--- config.mk ---
export PLATFORM = sky130hd
export DESIGN_NAME = frame_buffer_arbiter
export DESIGN_NICKNAME = d
export VERILOG_FILES = /design/src/rtl/frame_buffer_arbiter.sv
export SDC_FILE = /design/constraint.sdc
export NUM_CORES = 1
export LEC_CHECK = 0
export BUFFER_PORTS_ARGS = -buffer_cell sky130_fd_sc_hd__buf_2
export CELL_PAD_IN_SITES_DETAIL_PLACEMENT = 2
export CELL_PAD_IN_SITES_GLOBAL_PLACEMENT = 2
export CORE_ASPECT_RATIO = 0.9
export CORE_UTILIZATION = 35
export CTS_BUF_LIST = sky130_fd_sc_hd__clkbuf_4 sky130_fd_sc_hd__clkbuf_8
export DETAILED_ROUTE_END_ITERATION = 10
export GPL_TIMING_DRIVEN = 0
export PLACE_DENSITY_LB_ADDON = 0.1
export REMOVE_ABC_BUFFERS = 1
export SLEW_MARGIN = 20
export SYNTH_ARGS = -nofsm -noshare
export SYNTH_HDL_FRONTEND = slang
export SYNTH_SLANG_ARGS = --single-unit
export TNS_END_PERCENT = 10
--- constraint.sdc ---
create_clock -name mainClk -period 2 [get_ports mainClk]
set_input_delay 0.2 -clock mainClk [delete_from_list [all_inputs] [get_ports mainClk]]
set_output_delay 0.2 -clock mainClk [all_outputs]
set_load 0.1 [all_outputs]
--- src/rtl/frame_buffer_arbiter.sv ---
// Frame buffer arbiter: shares one single-port pixel RAM between a display
// read port (always wins) and a buffered edge-result write port. After reset
// the whole RAM is cleared to zero before normal arbitration starts.
//
// Handshakes:
//   write side - a write transfers on a rising edge where wrReq=1 and wrReady=1;
//                wrReady never depends on wrReq or on a same-cycle pop, and a
//                wrReq seen while wrReady=0 is dropped and flagged in overflow.
//   read side  - rdReq has no back-pressure; every rdReq is answered exactly one
//                cycle later by rdValid=1 with rdData, otherwise rdValid=0.
`timescale 1ns/1ps
module frame_buffer_arbiter #(
    parameter int ADDR_W     = 19,
    parameter int DATA_W     = 2,
    parameter int FIFO_DEPTH = 4
) (
    input  logic                          mainClk,
    input  logic                          nreset,
    input  logic                          rdReq,
    input  logic [ADDR_W-1:0]             rdAddr,
    output logic [DATA_W-1:0]             rdData,
    output logic                          rdValid,
    input  logic                          wrReq,
    input  logic [ADDR_W-1:0]             wrAddr,
    input  logic [DATA_W-1:0]             wrData,
    output logic                          wrReady,
    output logic                          ramEn,
    output logic                          ramWe,
    output logic [ADDR_W-1:0]             ramAddr,
    output logic [DATA_W-1:0]             ramWrData,
    input  logic [DATA_W-1:0]             ramRdData,
    output logic                          clearing,
    output logic                          overflow,
    output logic [$clog2(FIFO_DEPTH):0]   fifoCount
);

    localparam int PTR_W = $clog2(FIFO_DEPTH);
    localparam int CNT_W = PTR_W + 1;
    localparam logic [ADDR_W-1:0] CLR_LAST = '1;
    localparam logic [CNT_W-1:0]  DEPTH_C  = CNT_W'(FIFO_DEPTH);

    typedef enum logic {CLEAR, RUN} stateT;

    stateT             state;
    logic [ADDR_W-1:0] clrPtr;
    logic [ADDR_W-1:0] fifoAddr [FIFO_DEPTH];
    logic [DATA_W-1:0] fifoData [FIFO_DEPTH];
    logic [PTR_W-1:0]  headPtr;
    logic [PTR_W-1:0]  tailPtr;
    logic              rdFromRam;
    logic              fifoEmpty;
    logic              push;
    logic              pop;

    assign fifoEmpty = (fifoCount == '0);
    assign clearing  = (state == CLEAR);
    assign wrReady   = (state == RUN) && (fifoCount < DEPTH_C);
    assign push      = wrReq && wrReady;
    // The buffer only drains in RUN cycles the display port leaves free.
    assign pop       = (state == RUN) && !rdReq && !fifoEmpty;

    // Clear sequencer: sweep every address once, then hand over to arbitration.
    always_ff @(posedge mainClk or negedge nreset) begin
        if (!nreset) begin
            state  <= CLEAR;
            clrPtr <= '0;
        end else if (state == CLEAR) begin
            if (clrPtr == CLR_LAST) begin
                state <= RUN;
            end else begin
                clrPtr <= clrPtr + ADDR_W'(1);
            end
        end
    end

    // RAM command: clear write, else display read, else buffered write, else idle.
    always_comb begin
        ramEn     = 1'b0;
        ramWe     = 1'b0;
        ramAddr   = '0;
        ramWrData = '0;
        if (!nreset) begin
            ramEn = 1'b0;
        end else if (state == CLEAR) begin
            ramEn   = 1'b1;
            ramWe   = 1'b1;
            ramAddr = clrPtr;
        end else if (rdReq) begin
            ramEn   = 1'b1;
            ramAddr = rdAddr;
        end else if (!fifoEmpty) begin
            ramEn     = 1'b1;
            ramWe     = 1'b1;
            ramAddr   = fifoAddr[headPtr];
            ramWrData = fifoData[headPtr];
        end
    end

    // Read response tracking: reads during the clear return zero without touching RAM.
    always_ff @(posedge mainClk or negedge nreset) begin
        if (!nreset) begin
            rdValid   <= 1'b0;
            rdFromRam <= 1'b0;
        end else begin
            rdValid   <= rdReq;
            rdFromRam <= rdReq && (state == RUN);
        end
    end

    assign rdData = (rdValid && rdFromRam) ? ramRdData : '0;

    // Write buffer bookkeeping and sticky drop flag.
    always_ff @(posedge mainClk or negedge nreset) begin
        if (!nreset) begin
            headPtr   <= '0;
            tailPtr   <= '0;
            fifoCount <= '0;
            overflow  <= 1'b0;
        end else begin
            if (push) begin
                tailPtr <= tailPtr + PTR_W'(1);
            end
            if (pop) begin
                headPtr <= headPtr + PTR_W'(1);
            end
            case ({push, pop})
                2'b10:   fifoCount <= fifoCount + CNT_W'(1);
                2'b01:   fifoCount <= fifoCount - CNT_W'(1);
                default: fifoCount <= fifoCount;
            endcase
            if (wrReq && !wrReady) begin
                overflow <= 1'b1;
            end
        end
    end

    // Write buffer storage; contents are meaningless while the count is zero.
    always_ff @(posedge mainClk) begin
        if (push) begin
            fifoAddr[tailPtr] <= wrAddr;
            fifoData[tailPtr] <= wrData;
        end
    end

endmodule

==> flow_summary.toml, run 1 <==
[cells_and_area]
drive_gt1_share_pct = 38.66
fillerInstances = 1352
layout.nets = 472
area_delta_synth_final_pct = 30.41
fin_cells = 625
seqCellArea_um2 = 3282
multiInputGateArea_um2 = 1633
insertedDiodeCount = 0
layout_commonest_cell = "edfxtp_1"
final_util_pct = 46.66
layout_common_cells = "edfxtp_1 (84), buf_2 (52), dfrtp_1 (27)"

[synthesis]
synth.top_cell.area_share_pct = 50.34
syn-cell-area_um2 = 5011
synth_cells = 305
synth_top_cell_by_area = "edfxtp_1"
synth.avg_cell_area_um2 = 16.43
yosysWarnings = 0
synth_area_leaders = "edfxtp_1 (50%), dfrtp_1 (15%), mux4_2 (9.4%)"
synthFlopType = "edfxtp_1"
async_flop_share_pct = 26.32
synth_edf_count = 84
synth-seq-area-share_pct = 65.32
synth_cell_types = 45
ys_ff_latch = 114

[timing]
layout_setup_ws_ns = -0.4157
period_share_pct = 120.8
worst_pin_slew_ns = 0.6630
setup_viol = 22
period_needed_ns = 2.416
slew_violations = 0
maxSlewHeadroom_pct = 55.80
fin_hold_ws_ns = 0.06116
max_freq_ghz = 0.4140
clock_skew_ns = 0.01086
finalHoldViolations = 0
rsz0062_at_grt = "true"
setup_tns_ns = -6.921

[clock_network]
cts_htree_levels = 4
root_buffer = "clkbuf_8"
cts_buffers = 17
clockBufferDepth = 2
cts.clk_slew.worst_paths_ns = 0.07
clock_latency_ns = 0.43
clock_sinks = 114
cts_tree = "built"

[worst_setup_path]
worst_ep_arrival_time_ns = 2.22
crit_family = "flip-flops"
crit_required_ns = 1.80
startpoint_type = "flop"
crit_path_max_fanout = 12
crit_chain = "buf_16 -> buf_4 -> mux4_2 -> a222oi_1 -> nor2b_1 -> buf_6"
cp.buffers_inverters = 3
crit_type = "reg2out"
cp_slowest_stage_delay_ns = 0.51
critical_path.slowest_cell = "dfrtp_4"
end_kind = "output pin"

[route]
first_pass_iters = 5
wl_per_cell_um = 20.19
ant_nets = 0
via_count = 3159
drt_wl_total_um = 12620
drcViolationCount = 0
dr.first_iter.drc_count = 204
avgViaCountPerCell = 5.054

[job]
drv_cap = 0

[place]
preCtsSetupSlack_ns = -0.8464
io_buffers = 77
dp_hpwl_um = 7607
dpl.cell_count = 561
gp_congestion = 0.6951

[grt]
antenna_found_initial = 0
grt_pass1_vias = 3576
grtUsageTotal_pct = 18.82
grt_max_degree = 31
gr-total-overflow = 0
grt_pass1_wl_um = 19940

[status]
outcome = "finished, violations left"
violations = "setup timing"

[pwr]
cellLeakagePower_nw = 2.475
p_per_area_nw_per_um2 = 802.6
ir_drop_mv = 0.7422

[floorplanning]
die_h_um = 115.5
dieWidth_um = 128.1
io_pins = 78
coreArea_um2 = 14000
start_util_pct = 35.78
dieArea_um2 = 14800
rows = 41

[hold_path]
hold_class = "in2reg"
-- Yosys cell counts, types with 6 or more instances --
| master | number |
|---|---|
| edfxtp_1 | 84 |
| dfrtp_1 | 30 |
| mux4_2 | 21 |
| a222oi_1 | 19 |
| nor2b_1 | 19 |
| and3_1 | 15 |
| xnor2_1 | 10 |
| inv_1 | 9 |
| nand3_1 | 9 |
| a21oi_1 | 8 |
| nand2_1 | 8 |
| clkbuf_1 | 6 |
| ha_1 | 6 |
| nand4_1 | 6 |
| nor2_1 | 6 |
| xor2_1 | 6 |
-- metrics by stage --
stage | cell area (um2) | power (mW)
finish | 6535 | 5.245
global route | 6535 | 5.431
CTS | 6446 | 5.309
detailed placement | 5610 | 2.834
global placement | 5540 | 2.820
floorplan | 4913 | 2.723
-- routing by layer --
| layer | wire (um) | up-vias | global-route usage [%] |
|---|---|---|---|
| met1 | 5601 | 1630 | 23.50 |
| met4 | 117 | 0 | 7.529 |
| met5 | 0 | - | 0 |
| met3 | 460 | 9 | 4.986 |
| li1 | - | 1444 | - |
| met2 | 6441 | 76 | 31.41 |
-- path summary, 6_finish.rpt --
check / start / depth (start not counted) / slack [ns] / endpoint
worst max register to register: state / 9 / -0.16 / fifoCount[2]
min in group asynchronous: nreset / 3 / 0.50 / fifoCount[0]
worst max-delay path: headPtr[0] / 6 / -0.42 / ramAddr[14]
worst min register to register: overflow / 1 / 0.49 / overflow
worst min-delay path: wrReq / 3 / 0.06 / overflow
max in group asynchronous: nreset / 3 / 1.30 / headPtr[0]
-- where the power goes --
part           total, mW  switching (mW)  internal (mW)
combinational      0.290           0.163          0.127
sequential          2.55         0.00689           2.55
clock               2.40           0.911           1.49
-- cell type report --
| type | count | share of cell area [%] |
|---|---|---|
| Clock buffer | 19 | 3.810 |
| Clock inverter | 13 | 2.910 |
| Inverter | 10 | 0.6893 |
| Multi-Input combinational cell | 165 | 24.99 |
| Sequential cell | 114 | 50.22 |
| Tap cell | 193 | 3.695 |
| Timing Repair Buffer | 111 | 13.69 |
-- cell families (layout without fill, tap and decap cells) --
logic type,count (synthesis),after routing,share of synthesized area [%]
flip-flops,114,114,65.32
XOR/XNOR,16,16,2.796
buffers and inverters,26,153,2.696
adder cells (fa/ha/maj),7,7,1.898
multiplexers,27,27,10.81
AND/OR/NAND/NOR,80,80,10.36
AO/OA/AOI/OAI,35,35,6.117
-- sequential cells by signal, indices dropped and copies added (netlist names) --
register   count
overflow       1
headPtr        2
clrPtr        19
fifoAddr      76
state          1
tailPtr        2
rdFromRam      1
rdValid        1
fifoCount      3
fifoData       8
-- tightest hold or removal path, stage by stage --
cell      delay [ns]
buf_2           0.13
inv_1           0.05
o21bai_1        0.07
-- timing repair --
action | 4_1_cts | 5_1_grt
pin swaps | 1 | 3
resized for setup | 45 | 17
endpoints found under the setup margin | 113 | 111
endpoints found under the hold margin | 115 | 0
hold buffers | 24 | 0
setup buffers | 3 | 5
Note: power is estimated with default switching activity, not from simulation.
==> run 2: changes to the inputs <==
SETUP_SLACK_MARGIN = 0.3   (was unset)
==> flow_summary.toml, run 2 (synthesis results as in run 1) <==
[status]
outcome = "finished, violations left"
violations = "setup timing"

[cells_and_area]
largest_reg_flops = 76
layout.nets = 472
area_delta_synth_final_pct = 31.64
insertedDiodeCount = 0
regMostFlops = "fifoAddr"
top_regs = "fifoAddr: 76 flops, clrPtr: 19 flops, fifoData: 8 flops"
seqCellArea_um2 = 3287
layout_common_cells = "edfxtp_1 (84), buf_2 (52), dfrtp_1 (23), dlygate4sd3_1 (23), mux4_2 (21)"
fillerInstances = 1350
multiInputGateArea_um2 = 1689
layout_commonest_cell = "edfxtp_1"
drive_gt1_share_pct = 40.51

[route]
first_pass_iters = 5
drcViolationCount = 0
dr.first_iter.drc_count = 185
drt_wl_total_um = 12760
via_count = 3170
ant_nets = 0
wl_per_cell_um = 20.41
avgViaCountPerCell = 5.072

[grt]
gr-total-overflow = 0
antenna_found_initial = 0
grt_max_degree = 31
grtUsageTotal_pct = 18.88
grt_pass1_vias = 3573
grt_pass1_wl_um = 19980

[clock_network]
cts_tree = "built"
cts_buffers = 17
clockBufferDepth = 2
cts_htree_levels = 4
clock_sinks = 114
root_buffer = "clkbuf_8"
cts.clk_slew.worst_paths_ns = 0.07
clock_latency_ns = 0.43

[pwr]
seqPwrFrac_pct = 48.7
finalPower_mw = 5.250
cellLeakagePower_nw = 2.528
p_switching_mw = 1.086
ir_drop_mv = 0.7432
clkPwrFrac_pct = 45.8
combPwrFrac_pct = 5.5
swShare_pct = 20.69
p_per_area_nw_per_um2 = 795.9
p_int_mw = 4.164

[floorplanning]
start_util_pct = 35.78
dieWidth_um = 128.1
io_pins = 78
dieArea_um2 = 14800
rows = 41
coreArea_um2 = 14000
die_h_um = 115.5

[timing]
period_share_pct = 120.4
slew_violations = 0
clock_skew_ns = 0.008851
setup_tns_ns = -6.910
maxSlewHeadroom_pct = 59.03
max_freq_ghz = 0.4153
worst_pin_slew_ns = 0.6146
layout_setup_ws_ns = -0.4081
fin_hold_ws_ns = 0.06511
finalHoldViolations = 0
period_needed_ns = 2.408
setup_viol = 22
rsz0062_at_grt = "true"

[worst_setup_path]
cp_slowest_stage_delay_ns = 0.50
startpoint_type = "flop"
crit_required_ns = 1.80
worst_ep_arrival_time_ns = 2.21
crit_path_max_fanout = 12
crit_type = "reg2out"
end_kind = "output pin"
cp.buffers_inverters = 3
crit_family = "flip-flops"
crit_chain = "buf_16 -> buf_4 -> mux4_2 -> a222oi_1 -> nor2b_1 -> buf_6"
critical_path.slowest_cell = "dfrtp_4"

[hold_path]
hold_class = "in2reg"

[place]
gp_congestion = 0.6951
dp_hpwl_um = 7607
io_buffers = 77

[job]
drv_cap = 0
-- run 2: path summary, 6_finish.rpt --
kind | from | endpoint | slack, ns | cells past startpoint
max | headPtr[0] | ramAddr[14] | -0.41 | 6
min | wrReq | overflow | 0.07 | 3
max reg2reg | state | fifoCount[2] | -0.17 | 9
min reg2reg | overflow | overflow | 0.49 | 1
max in group asynchronous | nreset | headPtr[0] | 1.24 | 3
min in group asynchronous | nreset | rdFromRam | 0.55 | 3
-- run 2: area by class of cell --
class                   count  area share [%]
clock buffers              19           3.775
clock inverters            13           2.883
inverters                  10          0.6829
multi-input cells         165           25.61
flip-flops and latches    114           49.83
well taps                 193           3.661
repair buffers            111           13.56
-- run 2: per-stage QoR --
stage	area [um2]	instances	setup WS, ns	utilization (%)
after global routing	6596	625	-0.5401	47.10
final	6596	625	-0.4081	47.10
after CTS	6467	620	-0.4576	46.18
after detailed placement	5610	561	-0.8464	40.06
after global placement	5540	559	-1.668	39.56
after floorplan	4913	289	-1.626	-
-- run 2: power groups by stage --
stage | Sequential (mW) | Clock, mW | Combinational [mW]
floorplan | 2.64 | 0 | 0.0809
global placement | 2.62 | 0 | 0.205
detailed placement | 2.61 | 0 | 0.226
CTS | 2.55 | 2.47 | 0.281
global route | 2.55 | 2.57 | 0.311
finish | 2.55 | 2.41 | 0.290
-- run 2: worst min-delay path, cell delays in order --
cell	delay, ns
buf_2	0.13
inv_1	0.06
o21bai_1	0.07
-- run 2: what timing repair did --
item	4_1_cts	5_1_grt
buffers inserted	3	5
pin swaps	2	13
gates resized for setup	50	26
hold buffers	24	0
endpoints found under the hold margin	115	0
setup endpoints to repair	126	117
-- run 2: metal layers --
metal  GRT usage (%)  routed length, um  vias up
met5               0                  0        -
met4           7.216                 73        0
met3           4.894                385        4
met2           31.74               6512       66
met1           23.60               5785     1652
li1                -                  -     1448
